--- config.mk ---
export PLATFORM = sky130hd
export DESIGN_NAME = hs_spi_master_avmm_s_flat
export DESIGN_NICKNAME = d
export VERILOG_FILES = /design/src/rtl/hs_spi_pkg.sv /design/src/rtl/hs_spi_master_avmm_s_if.sv /design/src/rtl/hs_spi_sck_gen.sv /design/src/rtl/hs_spi_master_avmm_s.sv /design/src/flat_wrapper.sv
export SDC_FILE = /design/constraint.sdc
export NUM_CORES = 1
export LEC_CHECK = 0
export CORE_ASPECT_RATIO = 2
export CORE_MARGIN = 2
export CORE_UTILIZATION = 36
export CTS_BUF_LIST = sky130_fd_sc_hd__clkbuf_4
export DETAILED_ROUTE_END_ITERATION = 10
export PLACE_DENSITY = 0.64
export SLEW_MARGIN = 20
export SYNTH_ARGS = -nofsm -noshare
export SYNTH_HDL_FRONTEND = slang
export SYNTH_SLANG_ARGS = --single-unit
--- constraint.sdc ---
create_clock -name clk -period 2.85 [get_ports clk]
set_clock_uncertainty 0.2 [all_clocks]
set_input_delay 0.57 -clock clk [delete_from_list [all_inputs] [get_ports clk]]
set_output_delay 0.57 -clock clk [all_outputs]
set_load 0.01 [all_outputs]
--- src/rtl/hs_spi_pkg.sv ---
// rtl/hs_spi_pkg.sv - shared constants and state type for the quad-SPI AVMM bridge
package hs_spi_pkg;
    localparam int         SPI_W        = 4;
    localparam logic [7:0] CMD_WR       = 8'h80;
    localparam logic [7:0] CMD_RD       = 8'h00;
    localparam int         HDR_NIBBLES  = 6;
    localparam int         DATA_NIBBLES = 8;

    typedef enum logic [2:0] {
        ST_IDLE,
        ST_HDR,
        ST_TURN,
        ST_WDATA,
        ST_RDATA,
        ST_GAP
    } spi_m_state_t;
endpackage

--- src/rtl/hs_spi_master_avmm_s_if.sv ---
// rtl/hs_spi_master_avmm_s_if.sv - Avalon-MM single-word bus between fabric and SPI master
interface hs_spi_master_avmm_s_if #(
    parameter int AW = 10,
    parameter int DW = 32
);
    logic [AW-1:0] address;
    logic          read;
    logic          write;
    logic [DW-1:0] writedata;
    logic          waitrequest;
    logic [DW-1:0] readdata;
    logic          readdatavalid;

    modport master (
        output address, read, write, writedata,
        input  waitrequest, readdata, readdatavalid
    );

    modport slave (
        input  address, read, write, writedata,
        output waitrequest, readdata, readdatavalid
    );
endinterface

--- src/rtl/hs_spi_sck_gen.sv ---
// rtl/hs_spi_sck_gen.sv - SCK divider with rise/fall strobes flagging the edge on which SCK toggles
module hs_spi_sck_gen #(
    parameter int DIV = 2
) (
    input  logic clk,
    input  logic rst_n,
    input  logic i_run,
    output logic o_sck,
    output logic o_rise,
    output logic o_fall
);
    localparam int             CW   = (DIV > 1) ? $clog2(DIV) : 1;
    localparam logic [CW-1:0]  LAST = CW'(DIV - 1);

    logic [CW-1:0] r_cnt;
    logic          r_sck;
    logic          w_tick;

    assign w_tick = i_run && (r_cnt == LAST);
    assign o_rise = w_tick && !r_sck;
    assign o_fall = w_tick &&  r_sck;
    assign o_sck  = r_sck;

    always_ff @(posedge clk or negedge rst_n) begin
        if (!rst_n) begin
            r_cnt <= '0;
            r_sck <= 1'b0;
        end else if (!i_run) begin
            r_cnt <= '0;
            r_sck <= 1'b0;
        end else if (w_tick) begin
            r_cnt <= '0;
            r_sck <= ~r_sck;
        end else begin
            r_cnt <= r_cnt + 1'b1;
        end
    end
endmodule

--- src/rtl/hs_spi_master_avmm_s.sv ---
// rtl/hs_spi_master_avmm_s.sv - AVMM slave that turns each word access into one quad-SPI frame
module hs_spi_master_avmm_s
    import hs_spi_pkg::*;
#(
    parameter int AW     = 10,
    parameter int DW     = 32,
    parameter int SPI_W  = 4,
    parameter int DIV    = 2,
    parameter int TA     = 4,
    parameter int CS_GAP = 4
) (
    input  logic                  clk,
    input  logic                  rst_n,
    hs_spi_master_avmm_s_if.slave avs,
    output logic                  SCK,
    output logic                  CSn,
    output logic [SPI_W-1:0]      MOSI,
    input  logic [SPI_W-1:0]      MISO
);
    localparam int         TXW      = (HDR_NIBBLES + DATA_NIBBLES) * SPI_W;
    localparam logic [7:0] HDR_END  = 8'(HDR_NIBBLES - 1);
    localparam logic [7:0] TURN_END = 8'(HDR_NIBBLES + TA - 1);
    localparam logic [7:0] WR_END   = 8'(HDR_NIBBLES + DATA_NIBBLES - 1);
    localparam logic [7:0] RD_END   = 8'(HDR_NIBBLES + TA + DATA_NIBBLES - 1);
    localparam logic [7:0] GAP_INIT = 8'(CS_GAP - 1);

    spi_m_state_t     r_state;
    logic             r_waitreq;
    logic             r_csn;
    logic [SPI_W-1:0] r_mosi;
    logic             r_run;
    logic             r_start;
    logic             r_is_wr;
    logic [TXW-1:0]   r_tx;
    logic [DW-1:0]    r_rx;
    logic [DW-1:0]    r_readdata;
    logic             r_rdv;
    logic [7:0]       r_nib;
    logic [7:0]       r_gap;

    logic             w_sck;
    logic             w_rise;
    logic             w_fall;
    logic [15:0]      w_addr16;
    logic [7:0]       w_last;

    hs_spi_sck_gen #(.DIV(DIV)) u_sck_gen (
        .clk    (clk),
        .rst_n  (rst_n),
        .i_run  (r_run),
        .o_sck  (w_sck),
        .o_rise (w_rise),
        .o_fall (w_fall)
    );

    always_comb begin
        w_addr16         = '0;
        w_addr16[AW-1:0] = avs.address;
    end

    assign w_last = r_is_wr ? WR_END : RD_END;

    assign SCK               = w_sck;
    assign CSn               = r_csn;
    assign MOSI              = r_mosi;
    assign avs.waitrequest   = r_waitreq;
    assign avs.readdata      = r_readdata;
    assign avs.readdatavalid = r_rdv;

    always_ff @(posedge clk or negedge rst_n) begin
        if (!rst_n) begin
            r_state    <= ST_IDLE;
            r_waitreq  <= 1'b0;
            r_csn      <= 1'b1;
            r_mosi     <= '0;
            r_run      <= 1'b0;
            r_start    <= 1'b0;
            r_is_wr    <= 1'b0;
            r_tx       <= '0;
            r_rx       <= '0;
            r_readdata <= '0;
            r_rdv      <= 1'b0;
            r_nib      <= '0;
            r_gap      <= '0;
        end else begin
            r_rdv <= 1'b0;
            case (r_state)
                ST_IDLE: begin
                    // write wins when both strobes are up
                    if (avs.read || avs.write) begin
                        r_waitreq <= 1'b1;
                        r_is_wr   <= avs.write;
                        r_tx      <= avs.write ? TXW'({CMD_WR, w_addr16, avs.writedata})
                                               : TXW'({CMD_RD, w_addr16, {DW{1'b0}}});
                        r_start   <= 1'b1;
                        r_nib     <= '0;
                        r_state   <= ST_HDR;
                    end
                end
                ST_GAP: begin
                    if (r_gap == '0) begin
                        r_waitreq <= 1'b0;
                        r_state   <= ST_IDLE;
                    end else begin
                        r_gap <= r_gap - 8'd1;
                    end
                end
                default: begin
                    // one setup cycle after accept, then CSn drops with the first nibble already driven
                    if (r_start) begin
                        r_start <= 1'b0;
                        r_csn   <= 1'b0;
                        r_run   <= 1'b1;
                        r_mosi  <= r_tx[TXW-1 -: SPI_W];
                        r_tx    <= r_tx << SPI_W;
                    end else if (w_fall) begin
                        if (r_nib == w_last) begin
                            r_csn   <= 1'b1;
                            r_run   <= 1'b0;
                            r_mosi  <= '0;
                            r_gap   <= GAP_INIT;
                            r_state <= ST_GAP;
                            if (!r_is_wr) begin
                                r_readdata <= r_rx;
                                r_rdv      <= 1'b1;
                            end
                        end else begin
                            r_mosi <= r_tx[TXW-1 -: SPI_W];
                            r_tx   <= r_tx << SPI_W;
                            r_nib  <= r_nib + 8'd1;
                            if (r_state == ST_HDR && r_nib == HDR_END)
                                r_state <= r_is_wr ? ST_WDATA : ((TA == 0) ? ST_RDATA : ST_TURN);
                            if (r_state == ST_TURN && r_nib == TURN_END)
                                r_state <= ST_RDATA;
                        end
                    end
                    if (w_rise && r_state == ST_RDATA)
                        r_rx <= {r_rx[DW-SPI_W-1:0], MISO};
                end
            endcase
        end
    end
endmodule

--- src/flat_wrapper.sv ---
// flat-port wrapper written by rule: the top's interface ports become plain ports
module hs_spi_master_avmm_s_flat import hs_spi_pkg::*;
#(
    parameter int AW     = 10,
    parameter int DW     = 32,
    parameter int SPI_W  = 4,
    parameter int DIV    = 2,
    parameter int TA     = 4,
    parameter int CS_GAP = 4
)
  (clk, rst_n, SCK, CSn, MOSI, MISO, avs_address, avs_read, avs_write, avs_writedata, avs_waitrequest, avs_readdata, avs_readdatavalid);
  hs_spi_master_avmm_s_if #(.AW(AW), .DW(DW)) avs_i ();
  input  logic clk;
  input  logic rst_n;
  output logic SCK;
  output logic CSn;
  output logic [SPI_W-1:0] MOSI;
  input  logic [SPI_W-1:0] MISO;
  input wire logic [$bits(avs_i.address)-1:0] avs_address;
  input wire logic [$bits(avs_i.read)-1:0] avs_read;
  input wire logic [$bits(avs_i.write)-1:0] avs_write;
  input wire logic [$bits(avs_i.writedata)-1:0] avs_writedata;
  output wire logic [$bits(avs_i.waitrequest)-1:0] avs_waitrequest;
  output wire logic [$bits(avs_i.readdata)-1:0] avs_readdata;
  output wire logic [$bits(avs_i.readdatavalid)-1:0] avs_readdatavalid;
  assign avs_i.address = avs_address;
  assign avs_i.read = avs_read;
  assign avs_i.write = avs_write;
  assign avs_i.writedata = avs_writedata;
  assign avs_waitrequest = avs_i.waitrequest;
  assign avs_readdata = avs_i.readdata;
  assign avs_readdatavalid = avs_i.readdatavalid;
  hs_spi_master_avmm_s #(.AW(AW), .DW(DW), .SPI_W(SPI_W), .DIV(DIV), .TA(TA), .CS_GAP(CS_GAP)) u_core (.clk(clk), .rst_n(rst_n), .avs(avs_i), .SCK(SCK), .CSn(CSn), .MOSI(MOSI), .MISO(MISO));
endmodule
==> results of run 1 <==
[layer usage]
metal	share of wire [%]	vias to the layer above	GRT usage, %
li1	-	2258	-
met1	39	2339	15.85
met2	55	129	27.02
met3	3.2	22	3.273
met4	2.5	0	5.810
met5	0	-	0
[path summary, 6_finish.rpt]
check                                                     endpoint  slack, ns  cells past startpoint
worst min-delay path            u_core.avs.waitrequest$_DFFE_PN0P_       0.30                      1
worst max register to register         u_core.r_tx[16]$_DFFE_PN0P_       0.27                      8
max in group asynchronous            u_core.r_state[0]$_DFFE_PN0P_       1.40                      3
worst max-delay path                   u_core.r_tx[16]$_DFFE_PN0P_       0.27                      8
worst min register to register  u_core.avs.waitrequest$_DFFE_PN0P_       0.30                      1
min in group asynchronous              u_core.r_rx[16]$_DFFE_PN0P_       0.35                      2
[logic make-up (layout without fill, tap and decap cells)]
kind of cell | after synthesis | in the layout | share of synthesized area (%)
AO/OA/AOI/OAI | 65 | 65 | 6.607
XOR/XNOR | 5 | 5 | 0.6300
adder cells (fa/ha/maj) | 4 | 4 | 0.7201
buffers and inverters | 53 | 155 | 3.564
flip-flops | 151 | 151 | 54.38
multiplexers | 117 | 117 | 20.32
other | 0 | 1 | 0
AND/OR/NAND/NOR | 201 | 201 | 13.77
[worst reg2reg max path, delay by kind of cell, from the launching register on]
family,cells,cell delay [ns]
DFF,1,0.44
and+or+nand+nor,1,0.39
muxes,1,0.33
AOI/OAI and AO/OA,3,0.63
buffers and inverters,2,0.32
adders and majority gates,1,0.15
[power groups by stage]
stage | Clock, mW | Combinational (mW) | Sequential, mW
2_1_floorplan | 0 | 2.65 | 2.90
3_5_place_dp | 0 | 3.39 | 3.04
4_1_cts | 1.44 | 3.37 | 3.01
5_1_grt | 1.52 | 3.68 | 3.07
3_3_place_gp | 0 | 3.27 | 3.02
6_report | 1.37 | 3.33 | 3.00
[flip-flops by register name, summed over array words and instances, names as in the netlist]
signal,count
u_core.r_state,3
u_core.r_start,1
u_core.avs.readdatavalid,1
u_core.r_tx,56
u_core.MOSI,4
u_core.CSn,1
u_core.r_gap,8
u_core.u_sck_gen.o_sck,1
u_core.avs.readdata,32
u_core.r_nib,8
u_core.u_sck_gen.r_cnt,1
u_core.r_rx,32
u_core.r_is_wr,1
u_core.avs.waitrequest,1
u_core.r_run,1
[repair_timing]
action,CTS,global route
endpoints found under the hold margin,54,0
hold buffers,1,0
endpoints found under the setup margin,0,0
[per-stage QoR]
stage	area, sq um	utilization, %	total power, mW	worst slack [ns]	hold slack, ns
after floorplan	6950	-	5.547	0.5422	0.07441
after global placement	8177	43.42	6.287	0.1862	0.2677
after detailed placement	8177	43.42	6.423	0.1589	0.2733
after CTS	8483	45.04	7.811	0.2782	0.3019
after global routing	8486	45.06	8.272	0.1266	0.3306
final	8486	45.06	7.709	0.2747	0.2976
[layout by cell type (no fill, tap or decap), drive strengths merged, types with 13 or more instances in the layout]
master         count
a21oi             13
buf               15
clkbuf            18
clkdlybuf4s50     88
dfrtp            150
inv               25
mux2             103
mux2i             14
nand2            115
nand3             36
nor2              18
o21ai             14
[area by class of cell]
| cell class | count | share of cell area, % |
|---|---|---|
| well taps | 255 | 3.760 |
| clock inverters | 14 | 1.902 |
| diodes | 1 | 0.02949 |
| inverters | 19 | 0.8405 |
| multi-input cells | 392 | 34.58 |
| repair buffers | 104 | 12.75 |
| flip-flops and latches | 151 | 44.54 |
| clock buffers | 18 | 1.592 |
==> summary.txt, run 1 <==
Clocking
  – Post-CTS sizing: 0
  – H-tree depth: 4
  – Clk sink count: 151
  – Root buf cell: clkbuf_4
  – CTS Buf Count: 17
  – CTS tree: built
  – Clk Latency, worst-skew pair: 0.55 ns
  – CTS Buffer Depth: 2
  – Worst-path clk slew: 0.13 ns
  – Post-CTS Setup Repair Bufs: 0

Critical path
  – Worst flop-to-flop path startpoint: u_core.r_nib[1]$_DFFE_PN0P_
  – Slowest-stage cell, CP: dfrtp_1
  – Buf+Inv Stages, Crit Path: 2
  – CP arrival: 2.80 ns
  – Largest stage delay, worst path: 0.44 ns
  – Crit. End Element: flop
  – Critical path launch point: u_core.r_nib[1]$_DFFE_PN0P_
  – CP cell instances: inv_1, ha_1, nor4b_4, o21ai_4, a21oi_1, a21o_2, buf_12, mux2_4
  – Crit path max-delay family: compound AO/OA/AOI/OAI gates
  – Required time of the critical path: 3.07 ns
  – CP Launch Type: flop
  – Critical path class: flop to flop
  – CP max FO: 21

Flow run
  – Max-capacitance violation count: 0

Global routing
  – GR Util All Layers: 14.72%
  – GR Overflow Total: 0
  – Vias in the first global route: 5046
  – First-pass GRT wire length: 23890 microns
  – Largest net degree at the start of global routing: 60
  – Initial antenna violation count: 1

Power and ir drop
  – Clk pwr share: 17.8%
  – Sw frac: 37.56%
  – LEAKAGE: 4.080 nW
  – Pwr dens: 908.5 nW/um^2
  – Net Sw Power: 2.895 mW
  – Sequential share of power: 39.0%
  – Combinational power share: 43.2%
  – Worst VDD drop: 0.6127 mV
  – Internal power: 4.814 mW

Yosys
  – Syn. warnings: 0
  – Flops & latches, synth: 151
  – Top cells by count, synth: dfrtp_1, nand2_1, mux2_2, nand3_1, mux2_4
  – Post-synthesis sequential area ratio: 54.38%
  – Syn nets: 650
  – Largest cells by area after synthesis: dfrtp_1, mux2_2, mux2_4
  – Top cell type's share of synthesized area: 54.01%
  – Synthesized area: 6950 sq um
  – Post-synth EDFFs: 0
  – Async set-reset flop share out of synthesis: 100.0%
  – Cell taking the most area after synthesis: dfrtp_1
  – Post-Syn Instances: 596
  – Top_reg_cell synth: dfrtp_1
  – Most common cell in the synthesized netlist: dfrtp_1
  – Syn Area/Cell: 11.66 sq um
  – Post-synthesis cell type count: 57

Route
  – Vias after detailed routing: 4748
  – Remaining DRCs: 0
  – Router iterations before antenna repair: 6
  – Wire length per cell: 14.93 microns
  – Post-route ant nets: 0
  – Routed WL: 14240 microns
  – DRT iter0 DRCs: 241
  – Vias per std cell: 4.977

Timing
  – Max-slew violations: 0
  – Post-layout minimum cycle time: 2.575 ns
  – Final hold vios: 0
  – Least-Margin Pin Slew: 0.6260 ns
  – Setup TNS: 0 ns
  – Final setup vio count: 0
  – Crit share post-route: 90.36%
  – Slew headroom: 57.19%
  – Fmax: 388.3 MHz
  – RSZ-0062 raised after global routing: false

Floorplan
  – Placement row count: 71
  – I/O pins: 90
  – Die Span Y: 200.5 microns
  – Starting Density: 36.91%
  – Area of the die: 20500 sq um
  – Die Width: 102.3 microns
  – Core footprint: 18830 sq um

Placed design
  – Dpl hpwl: 10420 microns
  – Placed cell count: 920
  – Gp weighted congestion: 0.8700
  – Port Buffers: 89

Cells and area
  – Area of the multi-input gates: 2934 sq um
  – Layout cell share with drive strength beyond 1: 22.06%
  – Nets: 739
  – Synthesis-to-finish area growth: 22.09%
  – Fillers: 1809
  – Area occupied by registers: 3780 sq um
  – Layout Cells excl Fill: 954

Worst hold path
  – Worst min path class: flop to flop
  – Hold Startpoint: u_core.avs.waitrequest$_DFFE_PN0P_

Run status
  – Status: finished clean
Note: power is estimated with default switching activity, not from simulation.
==> run 2, diff against run 1 <==
==> constraint.sdc (replaced) <==
create_clock -name clk -period 2.8 [get_ports clk]
set_clock_uncertainty 0.2 [all_clocks]
set_input_delay 0.56 -clock clk [delete_from_list [all_inputs] [get_ports clk]]
set_output_delay 0.56 -clock clk [all_outputs]
set_load 0.01 [all_outputs]
==> run 2 against run 1 <==
Non-clock buffer count increased by 1. Sequential share of layout area decreased by 0.098 points. Die area unchanged. Worst hold slack got worse by 0.0014 ns. Final cell count unchanged. Total power increased by 2.6%. Largest cell class unchanged.
==> summary.txt, run 2 (synthesis gave the netlist of run 1 again) <==
Clocking
  – CTS Buffer Depth: 2 (unchanged)
  – Worst-path clk slew: 0.13 ns (about the same)
  – Root buf cell: clkbuf_4 (unchanged)
  – Clk sink count: 151 (unchanged)
  – H-tree depth: 4 (unchanged)
  – CTS Buf Count: 17 (unchanged)
  – Clk Latency, worst-skew pair: 0.54 ns (was 0.55 ns)
  – Post-CTS Setup Repair Bufs: 0 (unchanged)
  – CTS tree: built (unchanged)

Cells and area
  – Commonest cells after routing, fill and taps aside: dfrtp_1, nand2_1, clkdlybuf4s50_1, mux2_2, nand3_1 (unchanged)
  – Largest register FFs: 56 (unchanged)
  – Nets: 740 (was 739)
  – Largest Register: u_core.r_tx (unchanged)
  – Synthesis-to-finish area growth: 22.36% (was 22.09%)
  – Layout cell share with drive strength beyond 1: 21.92% (was 22.06%)
  – Most common cell after layout, fill and taps aside: dfrtp_1 (unchanged)

Route
  – Routed WL: 14650 microns (was 14240 microns)
  – Vias per std cell: 5.017 (was 4.977)
  – DRT iter0 DRCs: 139 (was 241)
  – Remaining DRCs: 0 (unchanged)
  – Wire length per cell: 15.36 microns (was 14.93 microns)
  – Router iterations before antenna repair: 5 (was 6)
  – Vias after detailed routing: 4786 (was 4748)
  – Post-route ant nets: 0 (unchanged)

Floorplan
  – Core footprint: 18830 sq um (unchanged)
  – Starting Density: 36.91% (unchanged)
  – Placement row count: 71 (unchanged)
  – I/O pins: 90 (unchanged)
  – Die Width: 102.3 microns (unchanged)
  – Die Span Y: 200.5 microns (unchanged)
  – Area of the die: 20500 sq um (unchanged)

Critical path
  – Critical path class: flop to flop (unchanged)
  – Worst flop-to-flop path startpoint: u_core.r_nib[1]$_DFFE_PN0P_ (unchanged)
  – CP Launch Type: flop (unchanged)
  – Crit. End Element: flop (unchanged)
  – Required time of the critical path: 3.03 ns (was 3.07 ns)
  – Reg-to-reg slack, setup: 0.25 ns (was 0.27 ns)
  – CP cell instances: inv_1, ha_1, nor4b_4, o21ai_4, a21oi_1, a21o_2, buf_12, mux2_4 (unchanged)
  – CP arrival: 2.78 ns (was 2.80 ns)
  – Slowest-stage cell, CP: dfrtp_1 (unchanged)
  – CP max FO: 21 (unchanged)
  – Reg2reg path depth: 8 (unchanged)
  – FF-to-FF End: u_core.r_tx[24]$_DFFE_PN0P_ (was u_core.r_tx[16]$_DFFE_PN0P_)
  – Critical path launch point: u_core.r_nib[1]$_DFFE_PN0P_ (unchanged)
  – Crit path to: u_core.r_tx[24]$_DFFE_PN0P_ (was u_core.r_tx[16]$_DFFE_PN0P_)
  – Largest stage delay, worst path: 0.45 ns (was 0.44 ns)

Power and ir drop
  – Worst VDD drop: 0.5135 mV (was 0.6127 mV)
  – Power Total: 7.912 mW (was 7.709 mW)
  – Pwr dens: 930.4 nW/um^2 (was 908.5 nW/um^2)
  – LEAKAGE: 4.088 nW (was 4.080 nW)

Worst hold path
  – Worst min path class: flop to flop (unchanged)
  – WHS Path Cells: 1 (unchanged)

Timing
  – Fmax: 391.5 MHz (was 388.3 MHz)
  – Max-slew violations: 0 (unchanged)
  – Final hold vios: 0 (unchanged)
  – Setup TNS: 0 ns (unchanged)
  – Post-layout minimum cycle time: 2.554 ns (was 2.575 ns)
  – RSZ-0062 raised after global routing: false (unchanged)
  – Final hold slack: 0.2962 ns (was 0.2976 ns)
  – Final setup vio count: 0 (unchanged)
  – Least-Margin Pin Slew: 0.6256 ns (was 0.6260 ns)
  – Slew headroom: 58.29% (was 57.19%)
  – Crit share post-route: 91.22% (was 90.36%)

Global routing
  – First-pass GRT wire length: 24700 microns (was 23890 microns)
  – Vias in the first global route: 5118 (was 5046)
  – GR Util All Layers: 15.13% (was 14.72%)
  – GR Overflow Total: 0 (unchanged)
  – Largest net degree at the start of global routing: 64 (was 60)
  – Initial antenna violation count: 1 (unchanged)

Run status
  – Status: finished clean (unchanged)

Placed design
  – Dpl hpwl: 10620 microns (was 10420 microns)
  – Gp weighted congestion: 0.9435 (was 0.8700)
  – Port Buffers: 89 (unchanged)

Flow run
  – Max-capacitance violation count: 0 (unchanged)
-- run 2: cell count changes in the layout (fill, tap and decap cells not counted), sizes merged --
cell	previous run	this run
inv	25	23
buf	15	16
bufinv	2	3
-- run 2: report_power, final --
group / total, mW / switching, mW / internal (mW)
registers: 3.06 / 0.393 / 2.66
clock network: 1.46 / 0.820 / 0.640
logic: 3.40 / 1.72 / 1.68
total: 7.91 / 2.93 / 4.98
-- run 2: what timing repair did --
item                                   CTS  global route
endpoints found under the hold margin   58             0
hold buffers                             1             0
resized for setup                        0             0
-- run 2: worst max-delay path, delay by kind of cell, from the launching register on --
kind                     cells  cell delay (ns)
multiplexers                 1             0.32
flip-flops                   1             0.45
buffers and inverters        2             0.30
AND/OR/NAND/NOR              1             0.36
adder cells (fa/ha/maj)      1             0.17
AO/OA/AOI/OAI                3             0.64
-- run 2: metal layers --
layer | up-vias | global-route usage (%) | routed length, microns
met5 | - | 0 | 0
met4 | 0 | 6.810 | 384
met3 | 23 | 2.716 | 445
met2 | 128 | 27.26 | 8036
met1 | 2380 | 16.80 | 5784
li1 | 2255 | - | -
-- run 2: cell type report --
cell class / instances / area (sq um)
fillers: 1822 / 10330
flip-flops and latches: 151 / 3780
multi-input cells: 392 / 2934
repair buffers: 105 / 1090
well taps: 255 / 319.1
clock inverters: 13 / 172.7
clock buffers: 18 / 135.1
inverters: 19 / 71.32
diodes: 1 / 2.502
-- run 2: how the worst min path moves through the flow --
stage,slack (ns),end,from
after floorplan,0.06,u_core.MOSI[0]$_DFFE_PN0P_,rst_n
after global placement,0.27,u_core.avs.waitrequest$_DFFE_PN0P_,u_core.avs.waitrequest$_DFFE_PN0P_
after detailed placement,0.27,u_core.avs.waitrequest$_DFFE_PN0P_,u_core.avs.waitrequest$_DFFE_PN0P_
after CTS,0.30,u_core.avs.waitrequest$_DFFE_PN0P_,u_core.avs.waitrequest$_DFFE_PN0P_
after global routing,0.32,u_core.r_gap[6]$_DFFE_PN0P_,u_core.r_gap[6]$_DFFE_PN0P_
final,0.30,u_core.avs.waitrequest$_DFFE_PN0P_,u_core.avs.waitrequest$_DFFE_PN0P_
-- run 2: stage by stage --
step                      cell area [sq um]  instances  setup WS [ns]  util (%)
after floorplan                        6950        596         0.4922         -
after CTS                              8502        953         0.2506     45.14
after global placement                 8184        921         0.1518     43.46
final                                  8504        954         0.2459     45.16
after detailed placement               8184        921         0.1060     43.46
after global routing                   8504        954         0.1080     45.16
